<file path="src/rtl/sensor_frame_collector.sv">
// Collects (id, reading) samples into a shadow buffer and publishes a coherent frame on commit.
// Optional HOLD_LAST_EN: enables follow "ever sampled and not stale" instead of "sampled this frame".
module sensor_frame_collector #(
  parameter int TEMP_WIDTH = 8,
  parameter int S_NR       = 8,
  parameter int ID_WIDTH   = 3,
  parameter int TIMEOUT    = 1000
) (
  input  logic                       clk_i,
  input  logic                       rst_n_i,
  input  logic                       sample_valid_i,
  output logic                       sample_ready_o,
  input  logic [ID_WIDTH-1:0]        sample_id_i,
  input  logic [TEMP_WIDTH-1:0]      sample_data_i,
  input  logic                       frame_commit_i,
  output logic [S_NR*TEMP_WIDTH-1:0] sensors_data_o,
  output logic [S_NR-1:0]            sensors_en_o,
  output logic                       frame_valid_o,
  output logic [S_NR-1:0]            stale_o,
  output logic                       err_id_o
);

  localparam int AGE_W = $clog2(TIMEOUT + 1);
  localparam logic [AGE_W-1:0]  AGE_MAX = AGE_W'(TIMEOUT);
  localparam logic [ID_WIDTH:0] SNR_L   = (ID_WIDTH + 1)'(S_NR);

  typedef enum logic [1:0] {IDLE, COLLECT, PUBLISH} state_e;

  state_e                      state_q, state_d;
  logic [S_NR*TEMP_WIDTH-1:0]  shadow_q, shadow_d;
  logic [S_NR-1:0]             fresh_q, fresh_d;
  logic [AGE_W-1:0]            age_q [S_NR];
  logic [AGE_W-1:0]            age_d [S_NR];
  logic [S_NR*TEMP_WIDTH-1:0]  data_q, data_d;
  logic [S_NR-1:0]             en_q, en_d;
  logic                        fv_q, fv_d;
  logic                        err_q, err_d;
  logic [S_NR-1:0]             stale;
  logic                        accept, valid_id, publish;
`ifdef HOLD_LAST_EN
  logic [S_NR-1:0]             seen_q, seen_d;
`endif

  assign accept   = sample_valid_i & sample_ready_o;
  assign valid_id = ({1'b0, sample_id_i} < SNR_L);

  always_ff @(posedge clk_i or negedge rst_n_i) begin
    if (!rst_n_i) state_q <= IDLE;
    else          state_q <= state_d;
  end

  always_comb begin
    state_d = state_q;
    case (state_q)
      IDLE: begin
        if (frame_commit_i)            state_d = PUBLISH;
        else if (accept && valid_id)   state_d = COLLECT;
      end
      COLLECT: if (frame_commit_i)     state_d = PUBLISH;
      PUBLISH:                         state_d = IDLE;
      default:                         state_d = IDLE;
    endcase
  end

  always_comb begin
    sample_ready_o = (state_q != PUBLISH);
    publish        = (state_q == PUBLISH);
  end

  always_comb begin
    shadow_d = shadow_q;
    fresh_d  = publish ? '0 : fresh_q;
    data_d   = data_q;
    en_d     = en_q;
    fv_d     = publish;
    err_d    = err_q | (accept & ~valid_id);
`ifdef HOLD_LAST_EN
    seen_d   = seen_q;
`endif
    for (int i = 0; i < S_NR; i++) begin
      stale[i] = (age_q[i] == AGE_MAX);
      age_d[i] = stale[i] ? age_q[i] : age_q[i] + AGE_W'(1);
      if (accept && valid_id && sample_id_i == ID_WIDTH'(i)) begin
        shadow_d[i*TEMP_WIDTH +: TEMP_WIDTH] = sample_data_i;
        fresh_d[i] = 1'b1;
        age_d[i]   = '0;
`ifdef HOLD_LAST_EN
        seen_d[i]  = 1'b1;
`endif
      end
    end
    // Staleness is judged on the ages as they stand at the publish edge.
    if (publish) begin
      data_d = shadow_q;
`ifdef HOLD_LAST_EN
      en_d   = seen_q & ~stale;
`else
      en_d   = fresh_q & ~stale;
`endif
    end
  end

  always_ff @(posedge clk_i or negedge rst_n_i) begin
    if (!rst_n_i) begin
      shadow_q <= '0;
      fresh_q  <= '0;
      data_q   <= '0;
      en_q     <= '0;
      fv_q     <= 1'b0;
      err_q    <= 1'b0;
      for (int i = 0; i < S_NR; i++) age_q[i] <= AGE_MAX;
`ifdef HOLD_LAST_EN
      seen_q   <= '0;
`endif
    end else begin
      shadow_q <= shadow_d;
      fresh_q  <= fresh_d;
      data_q   <= data_d;
      en_q     <= en_d;
      fv_q     <= fv_d;
      err_q    <= err_d;
      for (int i = 0; i < S_NR; i++) age_q[i] <= age_d[i];
`ifdef HOLD_LAST_EN
      seen_q   <= seen_d;
`endif
    end
  end

  assign sensors_data_o = data_q;
  assign sensors_en_o   = en_q;
  assign frame_valid_o  = fv_q;
  assign stale_o        = stale;
  assign err_id_o       = err_q;

endmodule

</file>
<file path="config.mk">
export PLATFORM = sky130hd
export DESIGN_NAME = sensor_frame_collector
export DESIGN_NICKNAME = d
export VERILOG_FILES = /design/src/rtl/sensor_frame_collector.sv
export SDC_FILE = /design/constraint.sdc
export NUM_CORES = 1
export LEC_CHECK = 0
export BUFFER_PORTS_ARGS = -buffer_cell sky130_fd_sc_hd__clkbuf_2
export CAP_MARGIN = 20
export CORE_UTILIZATION = 55
export DETAILED_ROUTE_END_ITERATION = 8
export HOLD_SLACK_MARGIN = 0.03
export MAX_ROUTING_LAYER = met4
export PLACE_DENSITY = 0.75
export RECOVER_POWER = 50
export SETUP_SLACK_MARGIN = 0.2
export SLEW_MARGIN = 30
export SYNTH_ARGS = -nofsm -noshare
export SYNTH_HDL_FRONTEND = slang
export SYNTH_SLANG_ARGS = --single-unit
</file>
<file path="constraint.sdc">
create_clock -name clk_i -period 2 [get_ports clk_i]
set_clock_uncertainty 0.2 [all_clocks]
set_input_delay 0.5 -clock clk_i [delete_from_list [all_inputs] [get_ports clk_i]]
set_output_delay 0.5 -clock clk_i [all_outputs]
set_load 0.02 [all_outputs]
</file>
# Word level (Yosys, flattened, before mapping)
# Index checks and enable logic that the tools add are counted.
[word_totals]
reg_bits = 227
latch_bits = 0
ram_bits = 0
rom_bits = 0
inputBits = 15
output_inout_bits = 83
wordCells = 115
memories = 0
[classes]
n_addsub = 8
mul = 0
div_mod_pow = 0
order_cmp = 0
n_eq_ne = 28
n_shift = 0
mux = 29
bitwise = 3
n_reduce_logical = 19
[ops]
columns = ["op", "n"]
rows = [
  ["10-bit two-way mux", 16],
  ["10-bit by 1-bit adder with 10-bit output, second input constant", 8],
  ["10-bit == test, second input constant", 8],
  ["2-bit by 1-bit inequality test with 1-bit output, second input constant", 8],
  ["2-bit nonzero test", 8],
  ["3-bit == test, second input constant", 4],
  ["8-bit bitwise AND", 1],
  ["1-bit logical AND", 8],
  ["1-bit two-way mux", 8],
  ["8-bit two-way mux", 1],
  ["8-bit inverter", 1],
  ["3-bit by 2-bit == test with 1-bit output, second input constant", 2],
  ["2-bit two-way mux", 3],
  ["2-bit inequality test, second input constant", 2],
  ["2-bit one-hot mux with 2 select lines", 1],
  ["3-bit by 1-bit == test with 1-bit output, second input constant", 1],
  ["3-bit logical NOT", 1],
  ["3-bit inequality test, second input constant", 1],
  ["2-bit by 1-bit == test with 1-bit output, second input constant", 1],
  ["2-bit == test, second input constant", 1],
  ["2-bit logical NOT", 1],
  ["2-bit AND reduction", 1],
  ["1-bit bitwise AND", 1],
]

# Depth between registers and ports, before layout
# Gate-level depths: netlist of run 1.
[logic_depth]
ltp_word = 5
mapped_depth = 7
depth_no_buf = 5

# Least setup slack after synthesis of run 1
# No wires, ideal clock.
[synth_timing]
kind = "register to output"
start = "reg age_q[5] in the netlist's numbering"
end = "out stale_o[7]"
t_arrival_ps = 1470
required_ps = 1300
path_slack_ps = -170
path_stages_with_launch = 3
path_buffers = 0
cell_sequence = "dfstp_2 > nand4_1 > nor3_1"
[synth_via]
elab_chain_len = 1
[synth_rtl]
columns = ["element", "line", "source"]
rows = [
  ["start: declaration", "32", "logic [AGE_W-1:0] age_q [S_NR];"],
  ["10-bit == test", "81", "stale[i] = (age_q[i] == AGE_MAX);"],
  ["end: declaration", "19", "output logic [S_NR-1:0] stale_o,"],
]
# Every way passes these cells.

# Worst setup path after layout of run 1
[layout_timing]
start = "reg age_q[21] in the netlist's numbering"
end = "out stale_o[5]"
# The elaborated chain is that of the path after synthesis.

==> flow_summary_export.csv, run 1 <==
group,metric,value,unit
power_and_ir_drop,total_power,0.0173,W
min_path,hold_class,"in2reg",
timing,rsz0062_at_grt,"true",
detailed_routing,first_iter_violations,714,
timing,min_period,2.44,ns
layout,design_area,0.0139,sq mm
cts,clkTransAtPathRegs,0.06,ns
detailed_routing,dr.pass1.iters,5,
layout,final_cells,1412,
detailed_routing,antenna_left,0,
worst_setup_path,path_delay_family,"simple AND/OR/NAND/NOR gates",
yosys,synth-seq-cells,227,
timing,final_max_slew_viol_count,0,
worst_setup_path,slowest_stage,"dfrtp_1",
grt,grt_pass1_vias,8059,
timing,finalCritPeriodShare,122,%
floorplanning,rows,48,
layout,area_delta_synth_final,39.2,%
grt,grt_pass1_wl,41.3,mm
yosys,async_flop_share,100,%
yosys,synth_area_leaders,"dfrtp_1 45%, dfstp_2 13%, nand2_1 8.4%",
detailed_routing,drc,0,
status,failed_checks,"negative setup slack",
cts,clkLatencyLatePin,0.52,ns
floorplanning,pin_count,98,
timing,slew_headroom,10.5,%
placed_design,hpwlAfterDp,14.9,mm
power_and_ir_drop,power.density,1250,mW/mm^2
worst_setup_path,cp-start-kind,"register",
worst_setup_path,cp_slowest_stage_delay,0.40,ns
detailed_routing,num_vias,8624,
floorplanning,die_w,137,um
grt,grt_usage,29.5,%
cts,cts_buffers,24,
grt,grt_max_degree,48,
grt,antenna_found_initial,0,
worst_setup_path,endpoint_kind,"output pin",
timing,final.setup.worst_slack,-0.444,ns
yosys,syn_area,0.00995,sq mm
timing,max_freq,409,MHz
timing,whs,0.133,ns
worst_setup_path,worst-path-buf-inv,2,
worst_setup_path,arrival,1.74,ns
floorplanning,die_h,137,um
worst_setup_path,crit_required,1.30,ns
cts,cts_tree,"yes",
placed_design,placed_cells,1281,
cts,cts_buffer_depth,3,
cts,htreeDepth,1,
layout,num_antenna_cells,0,
yosys,ys_seq_area_share,57.7,%
placed_design,numPortBuffers,96,
yosys,ys_types,39,
power_and_ir_drop,p_leak,6.41,nW
cts,cts_root_buffer,"clkbuf_16",
yosys,syn-num-nets,967,
floorplanning,initial_core_util,56.9,%
worst_setup_path,critical_path_class,"reg2out",
grt,grt-ovfl-total,0,
placed_design,gp_congestion,0.879,
yosys,syn_inst,936,
yosys,synth_edf_count,0,
layout,drive_gt1_share,41.5,%
cts,clock-sinks,227,
layout,mostFrequentLayoutCell,"nand2_1",
detailed_routing,routed_wl,30.4,mm
timing,setup_viol,175,
yosys,avgSynthCellArea,10.6,sq um
detailed_routing,via_per_inst,6.11,
status,status,"complete, but fails checks",
yosys,ys_warn_count,0,
worst_setup_path,crit_chain,"inv_1, ha_2, nand4b_1, nor3_4, buf_6",
layout,final_nets,1200,
yosys,yosysTopAreaCell,"dfrtp_1",
layout,layout_common_cells,"223 x nand2_1, 178 x dfrtp_1, 106 x buf_4",
detailed_routing,drt-wirelength-per-cell,21.5,um
floorplanning,die_area,0.0186,sq mm
floorplanning,coreArea,0.0175,sq mm
timing,tightest_slew,1.34,ns
power_and_ir_drop,vdd_ir_drop_max,0.000887,V
placed_design,placed_area,0.0113,sq mm
yosys,synth_top_area_share,45.0,%
yosys,ys.flop_type,"dfrtp_1",
flow_run,max_cap_viol_count,0,
timing,hold_violations,0,
worst_setup_path,worstPathMaxFanout,3,
-- logic make-up (layout without fill, tap and decap cells) --
kind of cell,Yosys count,count (layout),share of synthesized area (%)
other,1,1,0.0377
buffers and inverters,75,326,3.24
adders and majority gates,16,16,2.01
muxes,67,67,7.55
xor gates and xnor gates,18,18,1.58
and+or+nand+nor,397,397,19.9
AOI/OAI and AO/OA,135,135,8.02
DFF,227,227,57.7
-- metrics by stage --
stage	worst slack, ns	utilization (%)	TNS (ns)
2_1_floorplan	0.0892	-	0
3_3_place_gp	-0.0574	64.5	-0.642
3_5_place_dp	-0.0784	64.5	-1.20
4_1_cts	-0.455	73.7	-3.21
5_1_grt	-0.518	79.3	-81.41
6_report	-0.444	79.3	-43.67
-- sequential cells by signal, summed over array words and instances (netlist names) --
register        flops
age_q              80
frame_valid_o       1
fresh_q             8
sensors_data_o     64
sensors_en_o        8
shadow_q           64
state_q             2
-- layer usage --
layer  vias up  track usage, %  wire length [um]
li1       3744               -                 -
met1      4350            37.8             12200
met2       419            46.5             15000
met3       111            5.78              2050
met4         0            11.4              1230
met5         -               -                 0
-- worst min-delay path, cell delays in order --
cell,delay [ns]
clkbuf_2,0.14
nor2_1,0.11
nor3_1,0.06
-- Yosys cell counts (3+ instances only) --
cell	number
mux2i_1	3
nand4_1	27
o21ai_0	30
nor4_1	3
dfrtp_1	179
nand4b_1	8
a21o_1	4
a21oi_1	56
nor2_1	15
o211ai_1	5
nor3_1	14
nand2_1	223
clkbuf_1	15
ha_1	16
nor3_4	5
or4_1	15
xnor2_1	3
dfstp_2	48
mux2_2	64
o31ai_1	40
nor3b_1	3
buf_2	18
inv_1	34
or3_1	28
nand2b_1	7
buf_4	3
and4b_1	5
xor2_1	15
and4_1	5
nand3_1	31
-- final timing paths --
path | from | to | slack (ns) | cells past startpoint
hold / removal | sample_valid_i | state_q[0]$_DFFE_PN0P_ | 0.13 | 3
setup reg to reg | state_q[0]$_DFFE_PN0P_ | shadow_q[48]$_DFFE_PN0P_ | -0.41 | 6
max in group asynchronous | rst_n_i | age_q[46]$_DFFE_PN1P_ | 0.03 | 3
hold reg to reg | sensors_en_o[3]$_DFFE_PN0P_ | sensors_en_o[3]$_DFFE_PN0P_ | 0.28 | 2
min in group asynchronous | rst_n_i | age_q[31]$_DFFE_PN0P_ | 0.64 | 2
setup / recovery | age_q[21]$_DFFE_PN0P_ | stale_o[5] | -0.44 | 5
-- where the power goes --
group / switching [W] / internal [W]
logic: 0.00282 / 0.00238
clock network: 0.00184 / 0.00298
registers: 0.00122 / 0.00603
-- what timing repair did --
action                                  in CTS  in global routing
resized for setup                           63                187
pin swaps                                   32                 43
hold buffers                                 2                  0
endpoints found under the setup margin      80                117
hold endpoints to repair                    43                  0
gates cloned                                 3                  5
setup buffers                               49                 28
-- area by class of cell --
type / count / area (sq um)
tap: 225 / 282
inverter: 36 / 138
sequential: 227 / 5740
clock inverter: 5 / 111
clock buffer: 39 / 758
multi-input combinational: 634 / 4680
fill: 910 / 3620
timing repair buffer: 246 / 2140
Power figures use the tool's default switching activity.
==> run 2: changes to the inputs <==
GPL_TIMING_DRIVEN = 0   (was unset)
==> run 2 against run 1 <==
Effect of this change: sequential power fell by 3.4%; largest cell class unchanged; the flow still finishes with violations (negative setup slack); maximum frequency rose by 0.40%; routed wire length fell by 9.1%; global-route usage fell by 0.18 points; worst hold slack got worse by 0.018 ns; count of clock-buffer cells in the layout fell by 9.
==> flow_summary_export.csv, run 2 (same netlist as run 1, synthesis figures left out) <==
group,metric,value,unit
layout,register_area,0.00574,sq mm
worst_setup_path,cp-start-kind,"register",
layout,final_nets,1230,
grt,gr-usage-met2,46.5,%
grt,antenna_found_initial,0,
timing,hold_violations,0,
timing,final_max_slew_viol_count,0,
min_path,hold_start,"sample_valid_i",
worst_setup_path,arrival,1.73,ns
power_and_ir_drop,p_leak,6.44,nW
detailed_routing,via_per_inst,5.80,
detailed_routing,drc,0,
worst_setup_path,critical_path_class,"reg2out",
worst_setup_path,endpoint_kind,"output pin",
timing,max_freq,411,MHz
power_and_ir_drop,power.density,1240,mW/mm^2
power_and_ir_drop,vdd_ir_drop_max,0.000936,V
worst_setup_path,r2r-start,"age_q[30]$_DFFE_PN0P_",
grt,grt_pass1_vias,8163,
layout,final_cells,1443,
layout,drive_gt1_share,41.0,%
cts,cts_buffers,25,
timing,setup_viol,265,
cts,cts_tree,"yes",
detailed_routing,routed_wl,27.6,mm
placed_design,numPortBuffers,95,
grt,grt_pass1_wl,41.3,mm
cts,cts_root_buffer,"clkbuf_16",
grt,use_met1,38.3,%
detailed_routing,dr.pass1.iters,5,
floorplanning,die_w,137,um
worst_setup_path,crit_start,"age_q[10]$_DFFE_PN0P_",
min_path,hold_class,"in2reg",
status,failed_checks,"negative setup slack",
layout,top_register,"age_q",
detailed_routing,num_vias,8372,
grt,grt_max_degree,79,
timing,final.setup.worst_slack,-0.434,ns
floorplanning,initial_core_util,56.9,%
placed_design,gp_congestion,0.847,
cts,clkTransAtPathRegs,0.06,ns
layout,area_delta_synth_final,38.8,%
timing,tns,-29.94,ns
floorplanning,die_h,137,um
timing,tightest_slew,1.19,ns
layout,fill_cells,979,
grt,grt-ovfl-total,0,
grt,top_usage_layer,"met2",
cts,htreeDepth,1,
grt,grt_usage,29.3,%
layout,multi_input_area,0.00450,sq mm
placed_design,placed_cells,1259,
layout,num_antenna_cells,0,
layout,largest_reg_flops,80,
floorplanning,die_area,0.0186,sq mm
detailed_routing,first_iter_violations,572,
timing,rsz0062_at_grt,"true",
cts,cts_buffer_depth,3,
placed_design,hpwlAfterDp,15.1,mm
cts,clkLatencyLatePin,0.52,ns
status,status,"complete, but fails checks",
layout,mostFrequentLayoutCell,"nand2_1",
cts,clock-sinks,227,
worst_setup_path,worstPathMaxFanout,3,
timing,finalCritPeriodShare,122,%
detailed_routing,antenna_left,0,
timing,min_period,2.43,ns
grt,use_met3,4.44,%
detailed_routing,drt-wirelength-per-cell,19.2,um
floorplanning,rows,48,
floorplanning,coreArea,0.0175,sq mm
floorplanning,pin_count,98,
timing,slew_headroom,20.3,%
worst_setup_path,crit_required,1.30,ns
layout,layout_common_cells,"223 x nand2_1, 178 x dfrtp_1, 122 x buf_4",
flow_run,max_cap_viol_count,0,
==> run 2: metal layers <==
| layer | part of all wire, % | routed length [um] |
|---|---|---|
| met4 | 2.7 | 737 |
| met5 | 0 | 0 |
| met3 | 5.5 | 1520 |
| met2 | 50 | 13900 |
| met1 | 42 | 11500 |
==> run 2: power breakdown <==
group	internal, W	total [W]	leakage, nW	switching [W]
combinational	0.00241	0.00526	3.30	0.00284
clock	0.00292	0.00487	0.426	0.00195
sequential	0.00603	0.00701	2.72	0.000975
==> run 2: timing repair <==
item                                   4_1_cts  5_1_grt
setup endpoints to repair                  203      188
gates resized for setup                     88      183
endpoints found under the hold margin       73        0
hold buffers                                 2        0
pin swaps                                   38       43
setup buffers                               91       43
gates cloned                                 0        2
==> run 2: path summary, 6_finish.rpt <==
kind / to / slack (ns) / cells past startpoint
setup / recovery: stale_o[6] / -0.43 / 5
hold / removal: state_q[0]$_DFFE_PN0P_ / 0.11 / 3
setup reg to reg: age_q[30]$_DFFE_PN0P_ / -0.35 / 13
hold reg to reg: sensors_data_o[41]$_DFFE_PN0P_ / 0.26 / 2
max in group asynchronous: age_q[26]$_DFFE_PN1P_ / -0.24 / 4
min in group asynchronous: age_q[31]$_DFFE_PN0P_ / 0.57 / 2
==> run 2: cell type report <==
type,count,share of cell area (%)
Timing Repair Buffer,236,14.1
Clock buffer,30,4.81
Multi-Input combinational cell,634,32.6
Tap cell,225,2.04
Clock inverter,16,1.52
Sequential cell,227,41.6
Inverter,36,0.997
Buffer,39,2.39
==> run 2: critical path: stages (launching register included) <==
cell and delay (ns):
dfrtp_2 0.42, inv_2 0.08, ha_4 0.12, nand4b_1 0.18, nor3_4 0.23, clkbuf_8 0.19
==> run 2: per-stage QoR <==
step / utilization [%] / hold slack (ns) / worst slack (ns) / total power [W] / area, sq um
after detailed placement: 62.7 / 0.177 / -0.462 / 0.0107 / 11000
after global routing: 79.0 / 0.139 / -0.473 / 0.0180 / 13800
after CTS: 74.0 / 0.0772 / -0.470 / 0.0163 / 12900
after floorplan: - / 0.00441 / 0.0892 / 0.00942 / 10100
final: 79.0 / 0.115 / -0.434 / 0.0171 / 13800
after global placement: 62.2 / 0.243 / -4.20 / 0.0105 / 10900
